--- src/rtl/fp_sqrt_scheduler.sv ---
`default_nettype none
// ============================================================================
//  Module      : fp_sqrt_scheduler
//  Description : Round-robin front end sharing one pipelined fp_sqrt among
//                NREQ requesters, with in-order tagged results and flush.
//  Revision    : 1.0 - initial release
// ============================================================================
module fp_sqrt_scheduler #(
    parameter int NREQ      = 4,
    parameter int SIG_WIDTH = 23,
    parameter int EX_WIDTH  = 8,
    parameter int LAT       = 2
) (
    input  logic                                    clk,
    input  logic                                    reset,
    input  logic [NREQ-1:0]                         req_valid,
    output logic [NREQ-1:0]                         req_ready,
    input  logic [NREQ*(SIG_WIDTH+EX_WIDTH+1)-1:0]  req_a,
    input  logic [NREQ*3-1:0]                       req_round,
    output logic                                    res_valid,
    input  logic                                    res_ready,
    output logic [$clog2(NREQ)-1:0]                 res_id,
    output logic [SIG_WIDTH+EX_WIDTH:0]             res_z,
    output logic [7:0]                              res_status,
    output logic [SIG_WIDTH+EX_WIDTH:0]             sq_a,
    output logic [2:0]                              sq_round,
    output logic                                    sq_enable,
    input  logic [SIG_WIDTH+EX_WIDTH:0]             sq_z,
    input  logic [7:0]                              sq_status,
    input  logic                                    flush_req,
    output logic                                    flush_done,
    output logic [$clog2(LAT+2)-1:0]                inflight
);

    localparam int c_W    = SIG_WIDTH + EX_WIDTH + 1;
    localparam int c_IDW  = $clog2(NREQ);
    localparam int c_INFW = $clog2(LAT + 2);
    localparam logic [c_IDW:0] c_NREQ_X = (c_IDW+1)'(NREQ);

    localparam logic [1:0] c_ST_RUN   = 2'd0;
    localparam logic [1:0] c_ST_DRAIN = 2'd1;
    localparam logic [1:0] c_ST_DONE  = 2'd2;

    logic [1:0]            r_state;
    logic [1:0]            w_state_nxt;
    logic [c_IDW-1:0]      r_ptr;
    logic [c_IDW-1:0]      w_ptr_nxt;
    logic                  w_can_grant;
    logic                  w_grant_any;
    logic [c_IDW-1:0]      w_grant_idx;
    logic [c_IDW:0]        w_rr_sum;
    logic [c_IDW-1:0]      w_rr_idx;
    logic                  w_tail_v;
    logic [c_IDW-1:0]      w_tail_id;
    logic [c_INFW-1:0]     w_tag_cnt;
    logic [c_INFW-1:0]     w_inflight;
    logic                  r_res_valid;
    logic [c_IDW-1:0]      r_res_id;
    logic [c_W-1:0]        r_res_z;
    logic [7:0]            r_res_status;

    // A full, unconsumed result register stalls the whole datapath.
    assign sq_enable   = ~r_res_valid | res_ready;
    assign w_can_grant = (r_state == c_ST_RUN) & sq_enable;

    always_comb begin
        w_grant_any = 1'b0;
        w_grant_idx = '0;
        w_rr_sum    = '0;
        w_rr_idx    = '0;
        for (int k = 0; k < NREQ; k++) begin
            w_rr_sum = {1'b0, r_ptr} + (c_IDW+1)'(k);
            w_rr_idx = (w_rr_sum >= c_NREQ_X) ? c_IDW'(w_rr_sum - c_NREQ_X)
                                              : c_IDW'(w_rr_sum);
            if (w_can_grant && !w_grant_any && req_valid[w_rr_idx]) begin
                w_grant_any = 1'b1;
                w_grant_idx = w_rr_idx;
            end
        end
    end

    assign w_ptr_nxt = (w_grant_idx == c_IDW'(NREQ - 1)) ? '0
                                                         : w_grant_idx + c_IDW'(1);

    always_comb begin
        req_ready = '0;
        sq_a      = '0;
        sq_round  = '0;
        if (w_grant_any) begin
            req_ready[w_grant_idx] = 1'b1;
            sq_a     = req_a[int'(w_grant_idx)*c_W +: c_W];
            sq_round = req_round[int'(w_grant_idx)*3 +: 3];
        end
    end

    // Tag pipeline tracks which requester owns each op inside fp_sqrt.
    generate
        if (LAT > 0) begin : g_tag
            logic [LAT-1:0]   r_tag_v;
            logic [c_IDW-1:0] r_tag_id [LAT];

            always_ff @(posedge clk) begin
                if (reset) begin
                    r_tag_v <= '0;
                    for (int i = 0; i < LAT; i++) begin
                        r_tag_id[i] <= '0;
                    end
                end else if (sq_enable) begin
                    r_tag_v[0]  <= w_grant_any;
                    r_tag_id[0] <= w_grant_idx;
                    for (int i = 1; i < LAT; i++) begin
                        r_tag_v[i]  <= r_tag_v[i-1];
                        r_tag_id[i] <= r_tag_id[i-1];
                    end
                end
            end

            always_comb begin
                w_tag_cnt = '0;
                for (int i = 0; i < LAT; i++) begin
                    w_tag_cnt = w_tag_cnt + c_INFW'(r_tag_v[i]);
                end
            end

            assign w_tail_v  = r_tag_v[LAT-1];
            assign w_tail_id = r_tag_id[LAT-1];
        end else begin : g_no_tag
            assign w_tag_cnt = '0;
            assign w_tail_v  = w_grant_any;
            assign w_tail_id = w_grant_idx;
        end
    endgenerate

    assign w_inflight = w_tag_cnt + c_INFW'(r_res_valid);

    always_comb begin
        w_state_nxt = r_state;
        case (r_state)
            c_ST_RUN:   if (flush_req) w_state_nxt = c_ST_DRAIN;
            c_ST_DRAIN: if (w_inflight == '0) w_state_nxt = c_ST_DONE;
            c_ST_DONE:  w_state_nxt = c_ST_RUN;
            default:    w_state_nxt = c_ST_RUN;
        endcase
    end

    always_ff @(posedge clk) begin
        if (reset) begin
            r_state <= c_ST_RUN;
        end else begin
            r_state <= w_state_nxt;
        end
    end

    always_ff @(posedge clk) begin
        if (reset) begin
            r_ptr        <= '0;
            r_res_valid  <= 1'b0;
            r_res_id     <= '0;
            r_res_z      <= '0;
            r_res_status <= '0;
        end else begin
            if (w_grant_any) begin
                r_ptr <= w_ptr_nxt;
            end
            if (sq_enable) begin
                r_res_valid  <= w_tail_v;
                r_res_id     <= w_tail_id;
                r_res_z      <= sq_z;
                r_res_status <= sq_status;
            end
        end
    end

    assign res_valid  = r_res_valid;
    assign res_id     = r_res_id;
    assign res_z      = r_res_z;
    assign res_status = r_res_status;
    assign flush_done = (r_state == c_ST_DONE);
    assign inflight   = w_inflight;

endmodule
`default_nettype wire

--- config.mk ---
export PLATFORM = sky130hd
export DESIGN_NAME = fp_sqrt_scheduler
export DESIGN_NICKNAME = d
export VERILOG_FILES = /design/src/rtl/fp_sqrt_scheduler.sv
export SDC_FILE = /design/constraint.sdc
export NUM_CORES = 1
export LEC_CHECK = 0
export ABC_AREA = 1
export BUFFER_PORTS_ARGS = -buffer_cell sky130_fd_sc_hd__buf_2
export CORE_ASPECT_RATIO = 0.75
export CORE_UTILIZATION = 30
export CTS_CLUSTER_SIZE = 16
export DETAILED_ROUTE_END_ITERATION = 8
export GPL_ROUTABILITY_DRIVEN = 0
export PLACE_DENSITY = 0.69
export SETUP_SLACK_MARGIN = 0.05
export SKIP_LAST_GASP = 1
export SLEW_MARGIN = 20
export SYNTH_ARGS = -nofsm -noshare
export SYNTH_HDL_FRONTEND = slang
export SYNTH_SLANG_ARGS = --single-unit
--- constraint.sdc ---
create_clock -name clk -period 2 [get_ports clk]
set_clock_uncertainty 0.15 [all_clocks]
set_input_delay 0.1 -clock clk [delete_from_list [all_inputs] [get_ports clk]]
set_output_delay 0.1 -clock clk [all_outputs]
set_load 0.01 [all_outputs]
-- Yosys cells after proc, flatten, opt, wreduce, memory -nomap -nowiden
Memory sizes are Yosys's and may differ from the RTL's. A register that Yosys moved wholly into a read port is not among the register bits.
Cells that the tools add are included.
- RAM bits: 4
- output and inout bits: 86
- bits in registers: 47
- memories kept: 1
- input bits: 188
- memory list (memory ; words ; bits a word ; rd ports ; clocked after memory_dff ; write ports ; RTL line ; RTL):
    g_tag.r_tag_id ; 2 ; 2 ; 2 ; 1 ; 2 ; 100 ; logic [c_IDW-1:0] r_tag_id [LAT];
- multipliers: 1
- $add $sub $neg: 10
- reductions and logical operators: 14
- multiplexer cells: 36
- shifts and indexed selects: 2
- order comparisons: 10
- eq/ne operators: 5
- bitwise logic cells: 5
- operators with widths (cell ; count):
    $shiftx A128 B8 Y32 ; 1
    $mux W32 ; 1
    $mux W2 ; 13
    $lt A2 B3 Y1 const B ; 5
    $mux W1 ; 14
    $shiftx A12 B5 Y3 ; 1
    $ge A3 B3 Y1 const B ; 3
    $bmux W1 S2 ; 4
    $logic_and A1 B1 Y1 ; 8
    $sub A2 B1 Y2 const B ; 4
    $add A2 B2 Y3 const B ; 2
    $eq A2 B2 Y1 const B ; 2
    $logic_not A2 Y1 ; 2
    $mul A2 B2 Y4 const B ; 1
    $mux W4 ; 1
    $ne A2 B2 Y1 const B ; 2
    $pmux W2 S2 ; 1
    $add A2 B1 Y3 const B ; 1
    $ge A2 B3 Y1 const B ; 1
    $logic_not A1 Y1 ; 3
    $mux W3 ; 1
    $or A1 B1 Y1 ; 3
    $add A1 B1 Y2 ; 1
    $add A2 B1 Y2 ; 1
    7 further kinds ; 7

-- Logic depth before layout (Yosys ltp)
- depth in word-level cells: 23
- gate-level depth with buffers: 17

-- Least setup slack after synthesis
No wires, ideal clock.
- path type: register to register
- start: register r_res_valid (netlist: res_valid)
- end: register r_ptr[1]
- setup time: 0.131 ns
- period minus slack after synthesis: 2.222 ns
- data required time: 1.719 ns
- cell stages (with the launch flop): 14
- arrival time: 1.941 ns
- path slack: -0.222 ns
- cell sequence: dfxtp_1 > inv_2 > nor2_4 > nor2_4 > nand3_1 > nand3_1 > nor2_2 > nand2_1 > nand2_1 > buf_4 > buf_2 > ha_1 > o21ai_0 > a21oi_1
- longest elaborated chain between the ends: 19
- elaborated cells on any way between the ends: 24
- RTL lines (item ; RTL line ; RTL):
    from (decl) ; 57 ; logic r_res_valid;
    from (signal assigned) ; 166 ; r_res_valid <= w_tail_v;
    $not A1 Y1 (*) ; 63 ; assign sq_enable = ~r_res_valid | res_ready;
    $or A1 B1 Y1 (*) ; 63 ;
    $and A1 B1 Y1 (*) ; 64 ; assign w_can_grant = (r_state == c_ST_RUN) & sq_enable;
    $logic_and A1 B1 Y1 ; 75 ; if (w_can_grant && !w_grant_any && req_valid[w_rr_idx]) begin
    $mux W1 ; 75 ;
    $logic_not A1 Y1 ; 75 ;
    $logic_and A1 B1 Y1 (2 in series) ; 75 ;
    $mux W1 ; 75 ;
    $logic_not A1 Y1 ; 75 ;
    $logic_and A1 B1 Y1 (2 in series) ; 75 ;
    $mux W1 ; 75 ;
    $logic_not A1 Y1 ; 75 ;
    $logic_and A1 B1 Y1 (2 in series) ; 75 ;
    $mux W2 (*) ; 75 ;
    $add A2 B1 Y2 / $eq A2 B2 Y1 (equally long branches) ; 83, 82 ;
    $mux W2 (*) ; 82 ; assign w_ptr_nxt = (w_grant_idx == c_IDW'(NREQ - 1)) ? '0
    via w_ptr_nxt[1] ; 47 ; logic [c_IDW-1:0] w_ptr_nxt;
    to (signal assigned) ; 163 ; r_ptr <= w_ptr_nxt;
    to (decl) ; 46 ; logic [c_IDW-1:0] r_ptr;
Mark *: on every way through the listed nets, which the timed path passes. The rest lies on a longest branch.
A chain may end at the register's enable or synchronous reset.

-- Final worst setup path
- start: register r_res_valid (netlist: res_valid)
- end: output port sq_a[29]
- longest elaborated chain between the ends: 19
- elaborated cells on any way between the ends: 23
- RTL lines (item ; RTL line ; RTL):
    $not A1 Y1 (*) ; 63 ;
    $or A1 B1 Y1 (*) ; 63 ;
    $and A1 B1 Y1 (*) ; 64 ;
    $logic_and A1 B1 Y1 ; 75 ;
    $mux W1 ; 75 ;
    $logic_not A1 Y1 ; 75 ;
    $logic_and A1 B1 Y1 (2 in series) ; 75 ;
    $mux W1 ; 75 ;
    $logic_not A1 Y1 ; 75 ;
    $logic_and A1 B1 Y1 (2 in series) ; 75 ;
    $mux W1 ; 75 ;
    $logic_not A1 Y1 ; 75 ;
    $logic_and A1 B1 Y1 (2 in series) ; 75 ;
    $mux W2 ; 75 ;
    $shiftx A128 B8 Y32 ; 91 ; sq_a = req_a[int'(w_grant_idx)*c_W +: c_W];
    $mux W32 (*) ; 89 ; if (w_grant_any) begin
    to (decl) ; 25 ; output logic [SIG_WIDTH+EX_WIDTH:0] sq_a,
Mark *: on every way between the ends. The rest lies on a longest branch, timed or not.

==> flow_metrics.env <==
export IMPL_path_class="reg2out"
export IMPL_cts_root_buf="clkbuf_16"
export IMPL_syn_nets=826
export IMPL_antenna_found_initial=0
export IMPL_reg2reg_depth=14
export IMPL_min_period_ps=2530
export IMPL_start_kind="register"
export IMPL_ios=274
export IMPL_syn_area_per_cell_um2=5.93
export IMPL_powerDensity_nw_per_um2=1800
export IMPL_dp_hpwl_um=9850
export IMPL_finalHoldViolations=1
export IMPL_relSlewSlack=0.681
export IMPL_grtUsageTotal=0.205
export IMPL_die_area_um2=13000
export IMPL_portBuffers=273
export IMPL_pwr_share_comb=0.822
export IMPL_end_kind="output port"
export IMPL_finalCoreUtilization=0.554
export IMPL_intPower_uw=6470
export IMPL_totalWireLength_um=15100
export IMPL_critPathArrivalTime_ps=2280
export IMPL_status="finished with violations"
export IMPL_die_x_um=131
export IMPL_fin_cells=1152
export IMPL_layout_commonest_cell="buf_2"
export IMPL_finalCritPeriodShare=1.26
export IMPL_h_tree_depth=2
export IMPL_p_switching_uw=5800
export IMPL_ys_warn_count=0
export IMPL_vias=5240
export IMPL_fillerInstances=1173
export IMPL_tns_ps=-19360
export IMPL_cts_buffers=5
export IMPL_grt_pass1_wl_um=22200
export IMPL_violations="hold timing, setup timing"
export IMPL_rsz0062_at_grt="yes"
export IMPL_seq_area_um2=1110
export IMPL_wire_per_inst_um=13.1
export IMPL_first_pass_iters=5
export IMPL_grt_max_degree=45
export IMPL_setup_viol=42
export IMPL_setup_ws_ps=-530
export IMPL_core_area_um2=12300
export IMPL_cts_tree="built"
export IMPL_max_clock_freq_mhz=395
export IMPL_rows=35
export IMPL_diodes=0
export IMPL_start_util=0.308
export IMPL_die_h_um=99.1
export IMPL_grt_pass1_vias=4622
export IMPL_leakagePower_uw=0.00373
export IMPL_power_frac_clock=0.071
export IMPL_seq_area_frac_synth=0.292
export IMPL_synth_top_area_frac=0.260
export IMPL_clock_latency_ps=280
export IMPL_dp_cells=1075
export IMPL_layout_common_cells="buf_2, nand2_1, nand3_1"
export IMPL_synthCells=636
export IMPL_synth_seq_cells=53
export IMPL_multi_input_area_um2=2450
export IMPL_power_share_switching=0.473
export IMPL_total_power_uw=12300
export IMPL_cp_required_ps=1750
export IMPL_cts_sinks=53
export IMPL_path_clk_slew_ps=70
export IMPL_drtIter0Drc=229
export IMPL_clk_path_buf_depth=2
export IMPL_peakVddDrop_v=0.00118
export IMPL_final_antenna_net_count=0
export IMPL_seqPwrFrac=0.107
export IMPL_crit_fanout=19
export IMPL_final_layout_size_suffix_gt1_frac=0.427
export IMPL_yosysUniqueCellTypes=27
export IMPL_drcViolationCount=0
export IMPL_nets=1175
export IMPL_gr_total_overflow=0
export IMPL_whs_ps=-19.5
export IMPL_area_delta_synth_final_pct=80.1
export IMPL_hold_path_class="in2reg"
export IMPL_yosysTopAreaCell="dfxtp_1"
export IMPL_synth_area_top_cells="dfxtp_1, nand2_1, nand3_1"
export IMPL_hold_path_depth=4
export IMPL_tightest_slew_ps=479
export IMPL_syn_cell_area_um2=3770
export IMPL_slew_viol_final=0
export IMPL_maxCapViolations=0
export IMPL_vias_per_cell=4.55
worst max-delay path: stages, from the launching register on:
cell	delay [ps]
dfxtp_2	330
inv_2	70
nor2_4	50
nor2_4	220
buf_6	140
nand3_4	100
nand3_4	110
nand2_4	90
nand2_2	130
nand2_8	100
buf_12	160
or2_1	210
nand3_1	80
nand2_1	70
buf_2	140
cells by family after synthesis:
| logic type | synth area share |
|---|---|
| DFF | 0.292 |
| and+or+nand+nor | 0.474 |
| adders and majority gates | 0.00862 |
| buffers and inverters | 0.130 |
| AOI/OAI and AO/OA | 0.0952 |
through the flow:
step                      worst slack (ps)  cell area [µm²]
after floorplan                      -32.1             3860
after CTS                             -482             6380
after detailed placement              -321             5570
after global routing                  -690             6790
after global placement                -322             5570
final                                 -530             6790
worst paths after layout:
kind | start | slack (ps) | end
worst max-delay path | res_valid | -530 | sq_a[29]
worst min-delay path | reset | -20 | r_ptr[1]
worst max register to register | res_valid | -170 | r_ptr[1]
worst min register to register | res_z[14] | 310 | res_z[14]
what timing repair did:
| action | CTS | global route |
|---|---|---|
| hold buffers | 41 | 0 |
| pin swaps | 11 | 30 |
| gates resized for setup | 29 | 56 |
| setup endpoints to repair | 45 | 45 |
| setup buffers | 12 | 9 |
| gates cloned | 3 | 7 |
| hold endpoints to repair | 41 | 0 |
power groups by stage:
stage	Sequential [µW]	Combinational [µW]	Clock (µW)
floorplan	1330	4930	0
global placement	1320	7710	0
detailed placement	1330	7710	0
CTS	1310	8690	892
global route	1330	10900	934
finish	1320	10100	871
Yosys cell counts:
| cell | instances |
|---|---|
| nand2_1 | 240 |
| nand3_1 | 81 |
| inv_1 | 63 |
| a21oi_1 | 54 |
| dfxtp_1 | 49 |
| or2_1 | 41 |
| clkbuf_1 | 23 |
| nor2_1 | 17 |
| buf_2 | 9 |
| or2_0 | 9 |
| buf_6 | 6 |
| inv_2 | 6 |
| o211ai_1 | 6 |
| edfxtp_1 | 4 |
| nand3_2 | 4 |
| o21ai_0 | 4 |
| buf_4 | 3 |
| nand4_1 | 3 |
| nor2_2 | 3 |
| o22ai_1 | 3 |
| nor2_4 | 2 |
| clkinv_1 | 1 |
| fa_1 | 1 |
| ha_1 | 1 |
| inv_4 | 1 |
| nand2_2 | 1 |
| o21ai_1 | 1 |
metal layers:
layer | part of all wire | track usage
met4 | 0.011 | 0.0394
met5 | 0 | 0
met2 | 0.51 | 0.376
met3 | 0.060 | 0.0347
met1 | 0.42 | 0.254
sequential cells by signal (all words and copies together), names as in the netlist:
name	count
r_state	2
res_valid	1
res_id	2
res_z	32
g_tag.r_tag_id	4
g_tag.r_tag_v	2
r_ptr	2
res_status	8
layout make-up:
cell class,instances,share of cell area
Multi-Input combinational cell,471,0.361
Sequential cell,53,0.164
Inverter,71,0.0400
Timing Repair Buffer,383,0.383
Clock buffer,5,0.0184
Clock inverter,3,0.00387
Tap cell,166,0.0306
(Power assumes the default switching activity.)
